`src/rtl/keypad_scan_4x4_pkg.sv`:
```
// Shared encodings and helpers for the 4x4 keypad scanner.
package keypad_scan_4x4_pkg;

  typedef enum logic [2:0] {
    ST_IDLE     = 3'd0,
    ST_PRESS_DB = 3'd1,
    ST_SCAN     = 3'd2,
    ST_PRESSED  = 3'd3,
    ST_REL_DB   = 3'd4
  } scan_state_e;

  localparam logic [3:0] ROW_ALL_LOW = 4'b0000;
  localparam logic [3:0] ROW_RELEASE = 4'b1111;
  localparam logic [3:0] COL_NONE    = 4'b1111;

  // Index of the lowest active-low column; callers only use it when some bit is low.
  function automatic logic [1:0] low_col_idx(input logic [3:0] col);
    logic [1:0] idx;
    if (col[0] == 1'b0) begin
      idx = 2'd0;
    end else if (col[1] == 1'b0) begin
      idx = 2'd1;
    end else if (col[2] == 1'b0) begin
      idx = 2'd2;
    end else begin
      idx = 2'd3;
    end
    return idx;
  endfunction

  // Row drive pattern with only row idx pulled low.
  function automatic logic [3:0] row_one_low(input logic [1:0] idx);
    return ~(4'b0001 << idx);
  endfunction

endpackage

```
`src/rtl/keypad_scan_4x4_if.sv`:
```
// Keypad pins plus the decoded key report toward the time-set / mode logic.
interface keypad_scan_4x4_if;
  logic       en;
  logic [3:0] col;
  logic [3:0] row;
  logic [3:0] key_code;
  logic       key_valid;
  logic       key_held;

  modport slave (
    input  en,
    input  col,
    output row,
    output key_code,
    output key_valid,
    output key_held
  );

  modport master (
    output en,
    output col,
    input  row,
    input  key_code,
    input  key_valid,
    input  key_held
  );
endinterface

```
`src/rtl/keypad_scan_4x4_tick.sv`:
```
// Scan tick generator: one-clock tick every SCAN_DIV clocks while enabled.
module scan_tick_gen #(
  parameter int unsigned SCAN_DIV = 50000
) (
  input  logic clk,
  input  logic rst_n,
  input  logic en,
  output logic tick
);

  localparam int unsigned CW = $clog2(SCAN_DIV);
  localparam logic [CW-1:0] DIV_LAST = CW'(SCAN_DIV - 1);
  localparam logic [CW-1:0] DIV_PRE  = CW'(SCAN_DIV - 2);
  localparam logic [CW-1:0] DIV_ONE  = CW'(1);

  logic [CW-1:0] div_r;
  logic          tick_r;

  // Divider: counts 0..SCAN_DIV-1 while enabled, held at zero when disabled.
  always_ff @(posedge clk or negedge rst_n) begin
    if (!rst_n) begin
      div_r <= '0;
    end else if (!en) begin
      div_r <= '0;
    end else if (div_r == DIV_LAST) begin
      div_r <= '0;
    end else begin
      div_r <= div_r + DIV_ONE;
    end
  end

  // Tick is registered one count early so it is high exactly while the divider sits at its last value.
  always_ff @(posedge clk or negedge rst_n) begin
    if (!rst_n) begin
      tick_r <= 1'b0;
    end else begin
      tick_r <= en && (div_r == DIV_PRE);
    end
  end

  assign tick = tick_r;

endmodule

```
`src/rtl/keypad_scan_4x4.sv`:
```
// 4x4 active-low keypad scanner: debounced press detection, row scan, one pulse per accepted key.
module keypad_scan_4x4 #(
  parameter int unsigned SCAN_DIV = 50000,
  parameter int unsigned DB_TICKS = 20
) (
  input logic               clk,
  input logic               rst_n,
  keypad_scan_4x4_if.slave  kp
);
  import keypad_scan_4x4_pkg::*;

  // Debounce counter is at least 5 bits; DB_TICKS must be >= 2.
  localparam int unsigned DBW = ($clog2(DB_TICKS + 1) > 5) ? $clog2(DB_TICKS + 1) : 5;
  localparam logic [DBW-1:0] DB_LAST = DBW'(DB_TICKS - 1);
  localparam logic [DBW-1:0] DB_ONE  = DBW'(1);

  logic              tick_s;
  logic [3:0]        col_meta_r;
  logic [3:0]        col_s;
  logic              hit_s;
  scan_state_e       state_r, state_nxt;
  logic [DBW-1:0]    db_cnt_r, db_nxt, db_inc_s;
  logic [1:0]        ridx_r, ridx_nxt;
  logic              accept_s, release_s;
  logic [3:0]        row_r, row_nxt;
  logic [3:0]        key_code_r, code_nxt;
  logic              key_valid_r, valid_nxt;
  logic              key_held_r, held_nxt;

  scan_tick_gen #(.SCAN_DIV(SCAN_DIV)) u_tick (
    .clk   (clk),
    .rst_n (rst_n),
    .en    (kp.en),
    .tick  (tick_s)
  );

  // Two-flop synchronizer for the asynchronous column inputs.
  always_ff @(posedge clk or negedge rst_n) begin
    if (!rst_n) begin
      col_meta_r <= COL_NONE;
      col_s      <= COL_NONE;
    end else begin
      col_meta_r <= kp.col;
      col_s      <= col_meta_r;
    end
  end

  assign hit_s    = (col_s != COL_NONE);
  assign db_inc_s = db_cnt_r + DB_ONE;

  // FSM state, debounce count and scanned row index.
  always_ff @(posedge clk or negedge rst_n) begin
    if (!rst_n) begin
      state_r  <= ST_IDLE;
      db_cnt_r <= '0;
      ridx_r   <= 2'd0;
    end else begin
      state_r  <= state_nxt;
      db_cnt_r <= db_nxt;
      ridx_r   <= ridx_nxt;
    end
  end

  // Next-state logic; every decision waits for a scan tick, disable wins over everything.
  always_comb begin
    state_nxt = state_r;
    db_nxt    = db_cnt_r;
    ridx_nxt  = ridx_r;
    accept_s  = 1'b0;
    release_s = 1'b0;
    if (!kp.en) begin
      state_nxt = ST_IDLE;
      db_nxt    = '0;
      ridx_nxt  = 2'd0;
    end else if (tick_s) begin
      case (state_r)
        ST_IDLE: begin
          if (hit_s) begin
            state_nxt = ST_PRESS_DB;
            db_nxt    = '0;
          end else begin
            state_nxt = ST_IDLE;
          end
        end
        ST_PRESS_DB: begin
          if (!hit_s) begin
            state_nxt = ST_IDLE;
          end else if (db_inc_s == DB_LAST) begin
            state_nxt = ST_SCAN;
            ridx_nxt  = 2'd0;
          end else begin
            db_nxt = db_inc_s;
          end
        end
        ST_SCAN: begin
          if (hit_s) begin
            state_nxt = ST_PRESSED;
            accept_s  = 1'b1;
          end else if (ridx_r == 2'd3) begin
            state_nxt = ST_IDLE;
          end else begin
            ridx_nxt = ridx_r + 2'd1;
          end
        end
        ST_PRESSED: begin
          if (!hit_s) begin
            state_nxt = ST_REL_DB;
            db_nxt    = '0;
          end else begin
            state_nxt = ST_PRESSED;
          end
        end
        ST_REL_DB: begin
          if (hit_s) begin
            state_nxt = ST_PRESSED;
          end else if (db_inc_s == DB_LAST) begin
            state_nxt = ST_IDLE;
            release_s = 1'b1;
          end else begin
            db_nxt = db_inc_s;
          end
        end
        default: begin
          state_nxt = ST_IDLE;
          db_nxt    = '0;
          ridx_nxt  = 2'd0;
        end
      endcase
    end else begin
      state_nxt = state_r;
    end
  end

  // Output decode from the upcoming state so row drive and key report are registered.
  always_comb begin
    row_nxt   = ROW_ALL_LOW;
    code_nxt  = key_code_r;
    valid_nxt = 1'b0;
    held_nxt  = key_held_r;
    if (!kp.en) begin
      row_nxt  = ROW_RELEASE;
      held_nxt = 1'b0;
    end else begin
      if (state_nxt == ST_SCAN) begin
        row_nxt = row_one_low(ridx_nxt);
      end else begin
        row_nxt = ROW_ALL_LOW;
      end
      if (accept_s) begin
        code_nxt  = {ridx_r, low_col_idx(col_s)};
        valid_nxt = 1'b1;
        held_nxt  = 1'b1;
      end else if (release_s) begin
        held_nxt = 1'b0;
      end else begin
        held_nxt = key_held_r;
      end
    end
  end

  // Output registers.
  always_ff @(posedge clk or negedge rst_n) begin
    if (!rst_n) begin
      row_r       <= ROW_RELEASE;
      key_code_r  <= 4'h0;
      key_valid_r <= 1'b0;
      key_held_r  <= 1'b0;
    end else begin
      row_r       <= row_nxt;
      key_code_r  <= code_nxt;
      key_valid_r <= valid_nxt;
      key_held_r  <= held_nxt;
    end
  end

  assign kp.row       = row_r;
  assign kp.key_code  = key_code_r;
  assign kp.key_valid = key_valid_r;
  assign kp.key_held  = key_held_r;

endmodule

```
`src/flat_wrapper.sv`:
```
// flat-port wrapper written by rule: the top's interface ports become plain ports
module keypad_scan_4x4_flat import keypad_scan_4x4_pkg::*;
#(
  parameter int unsigned SCAN_DIV = 50000,
  parameter int unsigned DB_TICKS = 20
)
  (clk, rst_n, kp_en, kp_col, kp_row, kp_key_code, kp_key_valid, kp_key_held);
  keypad_scan_4x4_if kp_i ();
  input logic clk;
  input logic rst_n;
  input wire logic [$bits(kp_i.en)-1:0] kp_en;
  input wire logic [$bits(kp_i.col)-1:0] kp_col;
  output wire logic [$bits(kp_i.row)-1:0] kp_row;
  output wire logic [$bits(kp_i.key_code)-1:0] kp_key_code;
  output wire logic [$bits(kp_i.key_valid)-1:0] kp_key_valid;
  output wire logic [$bits(kp_i.key_held)-1:0] kp_key_held;
  assign kp_i.en = kp_en;
  assign kp_i.col = kp_col;
  assign kp_row = kp_i.row;
  assign kp_key_code = kp_i.key_code;
  assign kp_key_valid = kp_i.key_valid;
  assign kp_key_held = kp_i.key_held;
  keypad_scan_4x4 #(.SCAN_DIV(SCAN_DIV), .DB_TICKS(DB_TICKS)) u_core (.clk(clk), .rst_n(rst_n), .kp(kp_i));
endmodule
```
`config.mk`:
```
export PLATFORM = sky130hd
export DESIGN_NAME = keypad_scan_4x4_flat
export DESIGN_NICKNAME = d
export VERILOG_FILES = /design/src/rtl/keypad_scan_4x4_pkg.sv /design/src/rtl/keypad_scan_4x4_if.sv /design/src/rtl/keypad_scan_4x4_tick.sv /design/src/rtl/keypad_scan_4x4.sv /design/src/flat_wrapper.sv
export SDC_FILE = /design/constraint.sdc
export NUM_CORES = 1
export LEC_CHECK = 0
export BUFFER_PORTS_ARGS = -buffer_cell sky130_fd_sc_hd__buf_2
export CORE_UTILIZATION = 50
export CTS_CLUSTER_DIAMETER = 120
export DETAILED_ROUTE_END_ITERATION = 8
export PLACE_DENSITY = 0.76
export SLEW_MARGIN = 20
export SYNTH_ARGS = -nofsm -noshare
export SYNTH_HDL_FRONTEND = slang
export SYNTH_SLANG_ARGS = --single-unit
```
`constraint.sdc`:
```
create_clock -name clk -period 3.7 [get_ports clk]
set_input_delay 0.555 -clock clk [delete_from_list [all_inputs] [get_ports clk]]
set_output_delay 0.555 -clock clk [all_outputs]
set_load 0.02 [all_outputs]
```
==> results_dict.tcl <==
set metrics [dict create \
    n_fill_cell 361 \
    maxCapViolations 0 \
    die_area_mm2 0.00475 \
    postCtsHoldBufs 0 \
    path_common_cell "inv_1" \
    antenna_found_initial 0 \
    hold_violations 0 \
    seq_area_mm2 0.00114 \
    gp_congestion 0.867 \
    numCtsBuffers 5 \
    worst_slack_ns 1.64 \
    p_comb_frac 0.039 \
    nets 254 \
    finalSetupTns_ns 0 \
    clkPwrFrac 0.405 \
    areaGrowthSynthToFinish_pct 9.22 \
    fmax_mhz 486 \
    ys_ff_latch 45 \
    syn_area_per_cell_um2 9.82 \
    rrSetupSlack_ns 1.64 \
    io-pin-count 17 \
    fp.coreArea_mm2 0.00414 \
    clock_latency_ns 0.30 \
    rows 23 \
    final_common_cell "dfrtp_1" \
    synth_cells 228 \
    viasPerCell 5.74 \
    drive_gt1_frac 0.180 \
    ys.flop_type "dfrtp_1" \
    crit_end "u_core.kp.row[1]" \
    drtIter0Drc 125 \
    p_switching_w 0.000206 \
    final_cell_mix "dfrtp_1, nor2_1, nand2_1, o21ai_0, buf_2" \
    grt_first_pass_wirelength_um 7490 \
    grt_remaining_overflow 0 \
    synth_edf_count 0 \
    wirelength_um 4340 \
    io_buffers 16 \
    status "finished clean" \
    seqPwrFrac 0.556 \
    cts.reportedPaths.clkPinSlew_ns 0.09 \
    syn_nets 239 \
    synth_warnings 0 \
    drv_slew 0 \
    routedWlPerCell_um 14.8 \
    cts_resized 0 \
    post-cts-setup-buffers 0 \
    multiInputGateArea_mm2 0.00100 \
    drt_first_pass_iters 4 \
    finalClockSkew_ns 0.00985 \
    place_hpwl_um 2980 \
    end_kind "flop" \
    finalSetupViolations 0 \
    crit_chain "inv_1 > ha_1 > and3_1 > a22oi_2 > o21ai_0 > a31o_2 > inv_1 > a31oi_1" \
    hold_path_class "in2reg" \
    peakVddDrop_mv 0.304 \
    grt_usage 0.218 \
    pre_cts_ws_ns 1.67 \
    htreeDepth 2 \
    worstPathArrival_ns 2.27 \
    crit_type "reg2reg" \
    critical_path_required_ns 3.91 \
    cts.sinks 45 \
    clock_path_buffers 2 \
    critPathLaunch "u_core.db_cnt_r[0]" \
    synthesis.area_mm2 0.00224 \
    leakagePower_nw 1.08 \
    diodes 0 \
    switching_share 0.223 \
    start_util 0.540 \
    rsz0062_at_grt "no" \
    num_vias 1689 \
    worst_pin_slew_ns 1.02 \
    cts_tree "done" \
    finalCritPeriodShare 0.556 \
    slew_headroom 0.319 \
    synth_cell_types 51 \
    r2r-start "u_core.db_cnt_r[0]" \
    critPathMaxFanout 12 \
    drc 0 \
    die_x_um 68.9 \
    cts_root_buf "clkbuf_8" \
    worst_setup_path_start_kind "flop" \
    power_density_mw_per_mm2 378 \
    grt_pass1_vias 1653 \
    ant_nets 0 \
    yosysSeqAreaShare 0.510 \
    r2r_end "u_core.kp.row[1]" \
    crit_slowest_cell "a22oi_2" \
    synth_async_sr_flop_share 1.00 \
    grt_max_degree 46 \
    die_h_um 68.9 \
    fin_crit_ns 2.06 \
    slowest_delay_ns 0.44 \
    internal_power_w 0.000719 \
    rr_worst_depth 8 \
]
-- synth_stat cells (2+ instances only) --
cell type	number	area [um^2]
nor2_1	31	116
a31o_2	2	17.5
inv_1	11	41.3
dfstp_2	12	315
buf_6	2	22.5
and3_1	6	37.5
nor4_1	2	12.5
clkbuf_1	2	7.51
nand4_1	5	31.3
nor3b_1	4	30.0
ha_1	4	50.1
nand3_1	8	40.0
a21oi_1	12	60.1
buf_2	2	10.0
nand2b_1	3	18.8
nand2_1	22	82.6
dfrtp_1	33	826
and2_1	2	12.5
a31oi_1	3	18.8
nor3_1	2	10.0
xnor2_1	7	61.3
xor2_1	8	70.1
o21ai_0	17	85.1
-- worst min path at each step --
| stage | from | end | slack, ns | cells after the start |
|---|---|---|---|---|
| after floorplan | rst_n | u_core.db_cnt_r[0] | 0.26 | 0 |
| after global placement | u_core.col_meta_r[0] | u_core.col_s[0] | 0.35 | 0 |
| after detailed placement | u_core.col_meta_r[0] | u_core.col_s[0] | 0.35 | 0 |
| after CTS | kp_col[0] | u_core.col_meta_r[0] | 0.34 | 1 |
| after global routing | kp_col[1] | u_core.col_meta_r[1] | 0.33 | 1 |
| final | kp_col[0] | u_core.col_meta_r[0] | 0.34 | 1 |
-- registers in the layout (all words and copies together) (netlist names), 2 cells and up --
| signal | flops |
|---|---|
| u_core.db_cnt_r | 5 |
| u_core.col_s | 4 |
| u_core.ridx_r | 2 |
| u_core.u_tick.div_r | 16 |
| u_core.col_meta_r | 4 |
| u_core.kp.row | 4 |
| u_core.state_r | 3 |
| u_core.kp.key_code | 4 |
-- kinds of logic (layout without fill, tap and decap cells) --
family | Yosys count | in the layout | share of synthesized area
and+or+nand+nor | 94 | 94 | 0.212
AOI/OAI and AO/OA | 50 | 50 | 0.151
DFF | 45 | 45 | 0.510
buffers and inverters | 19 | 35 | 0.0414
xor gates and xnor gates | 15 | 15 | 0.0587
adders and majority gates | 4 | 4 | 0.0224
muxes | 1 | 1 | 0.00447
-- critical path: cells and delay by family (launching register included) --
| kind | cells | cell delay (ns) |
|---|---|---|
| AO/OA/AOI/OAI | 4 | 0.98 |
| adder cells (fa/ha/maj) | 1 | 0.22 |
| buffers and inverters | 2 | 0.15 |
| flip-flops | 1 | 0.43 |
| AND/OR/NAND/NOR | 1 | 0.19 |
-- power groups by stage --
stage	clock (W)	combinational (W)	sequential, W
after CTS	0.000379	0.0000375	0.000514
final	0.000374	0.0000364	0.000514
after global placement	0	0.0000368	0.000522
after global routing	0.000401	0.0000422	0.000515
after floorplan	0	0.0000157	0.000524
after detailed placement	0	0.0000374	0.000523
-- stage by stage --
step	utilization	area (um^2)	std cells	hold slack [ns]	power (W)
3_3_place_gp	0.562	2330	286	0.346	0.000559
4_1_cts	0.590	2440	294	0.337	0.000930
5_1_grt	0.590	2440	294	0.328	0.000958
3_5_place_dp	0.562	2330	286	0.349	0.000560
6_report	0.590	2440	294	0.340	0.000924
2_1_floorplan	-	2240	228	0.259	0.000540
-- cell type report --
cell class,instances,share of cell area
flip-flops and latches,45,0.467
repair buffers,16,0.0328
multi-input cells,164,0.411
clock inverters,3,0.0189
inverters,11,0.0169
well taps,50,0.0256
clock buffers,5,0.0281
-- layer usage --
layer / vias to the layer above / track usage / wire length [um] / share of wire
li1: 822 / - / - / -
met1: 819 / 0.290 / 2140 / 0.49
met2: 43 / 0.359 / 1990 / 0.46
met3: 5 / 0.0510 / 178 / 0.041
met4: 0 / 0.0536 / 40 / 0.0092
met5: - / 0 / 0 / 0
Note: power is estimated with default switching activity, not from simulation.
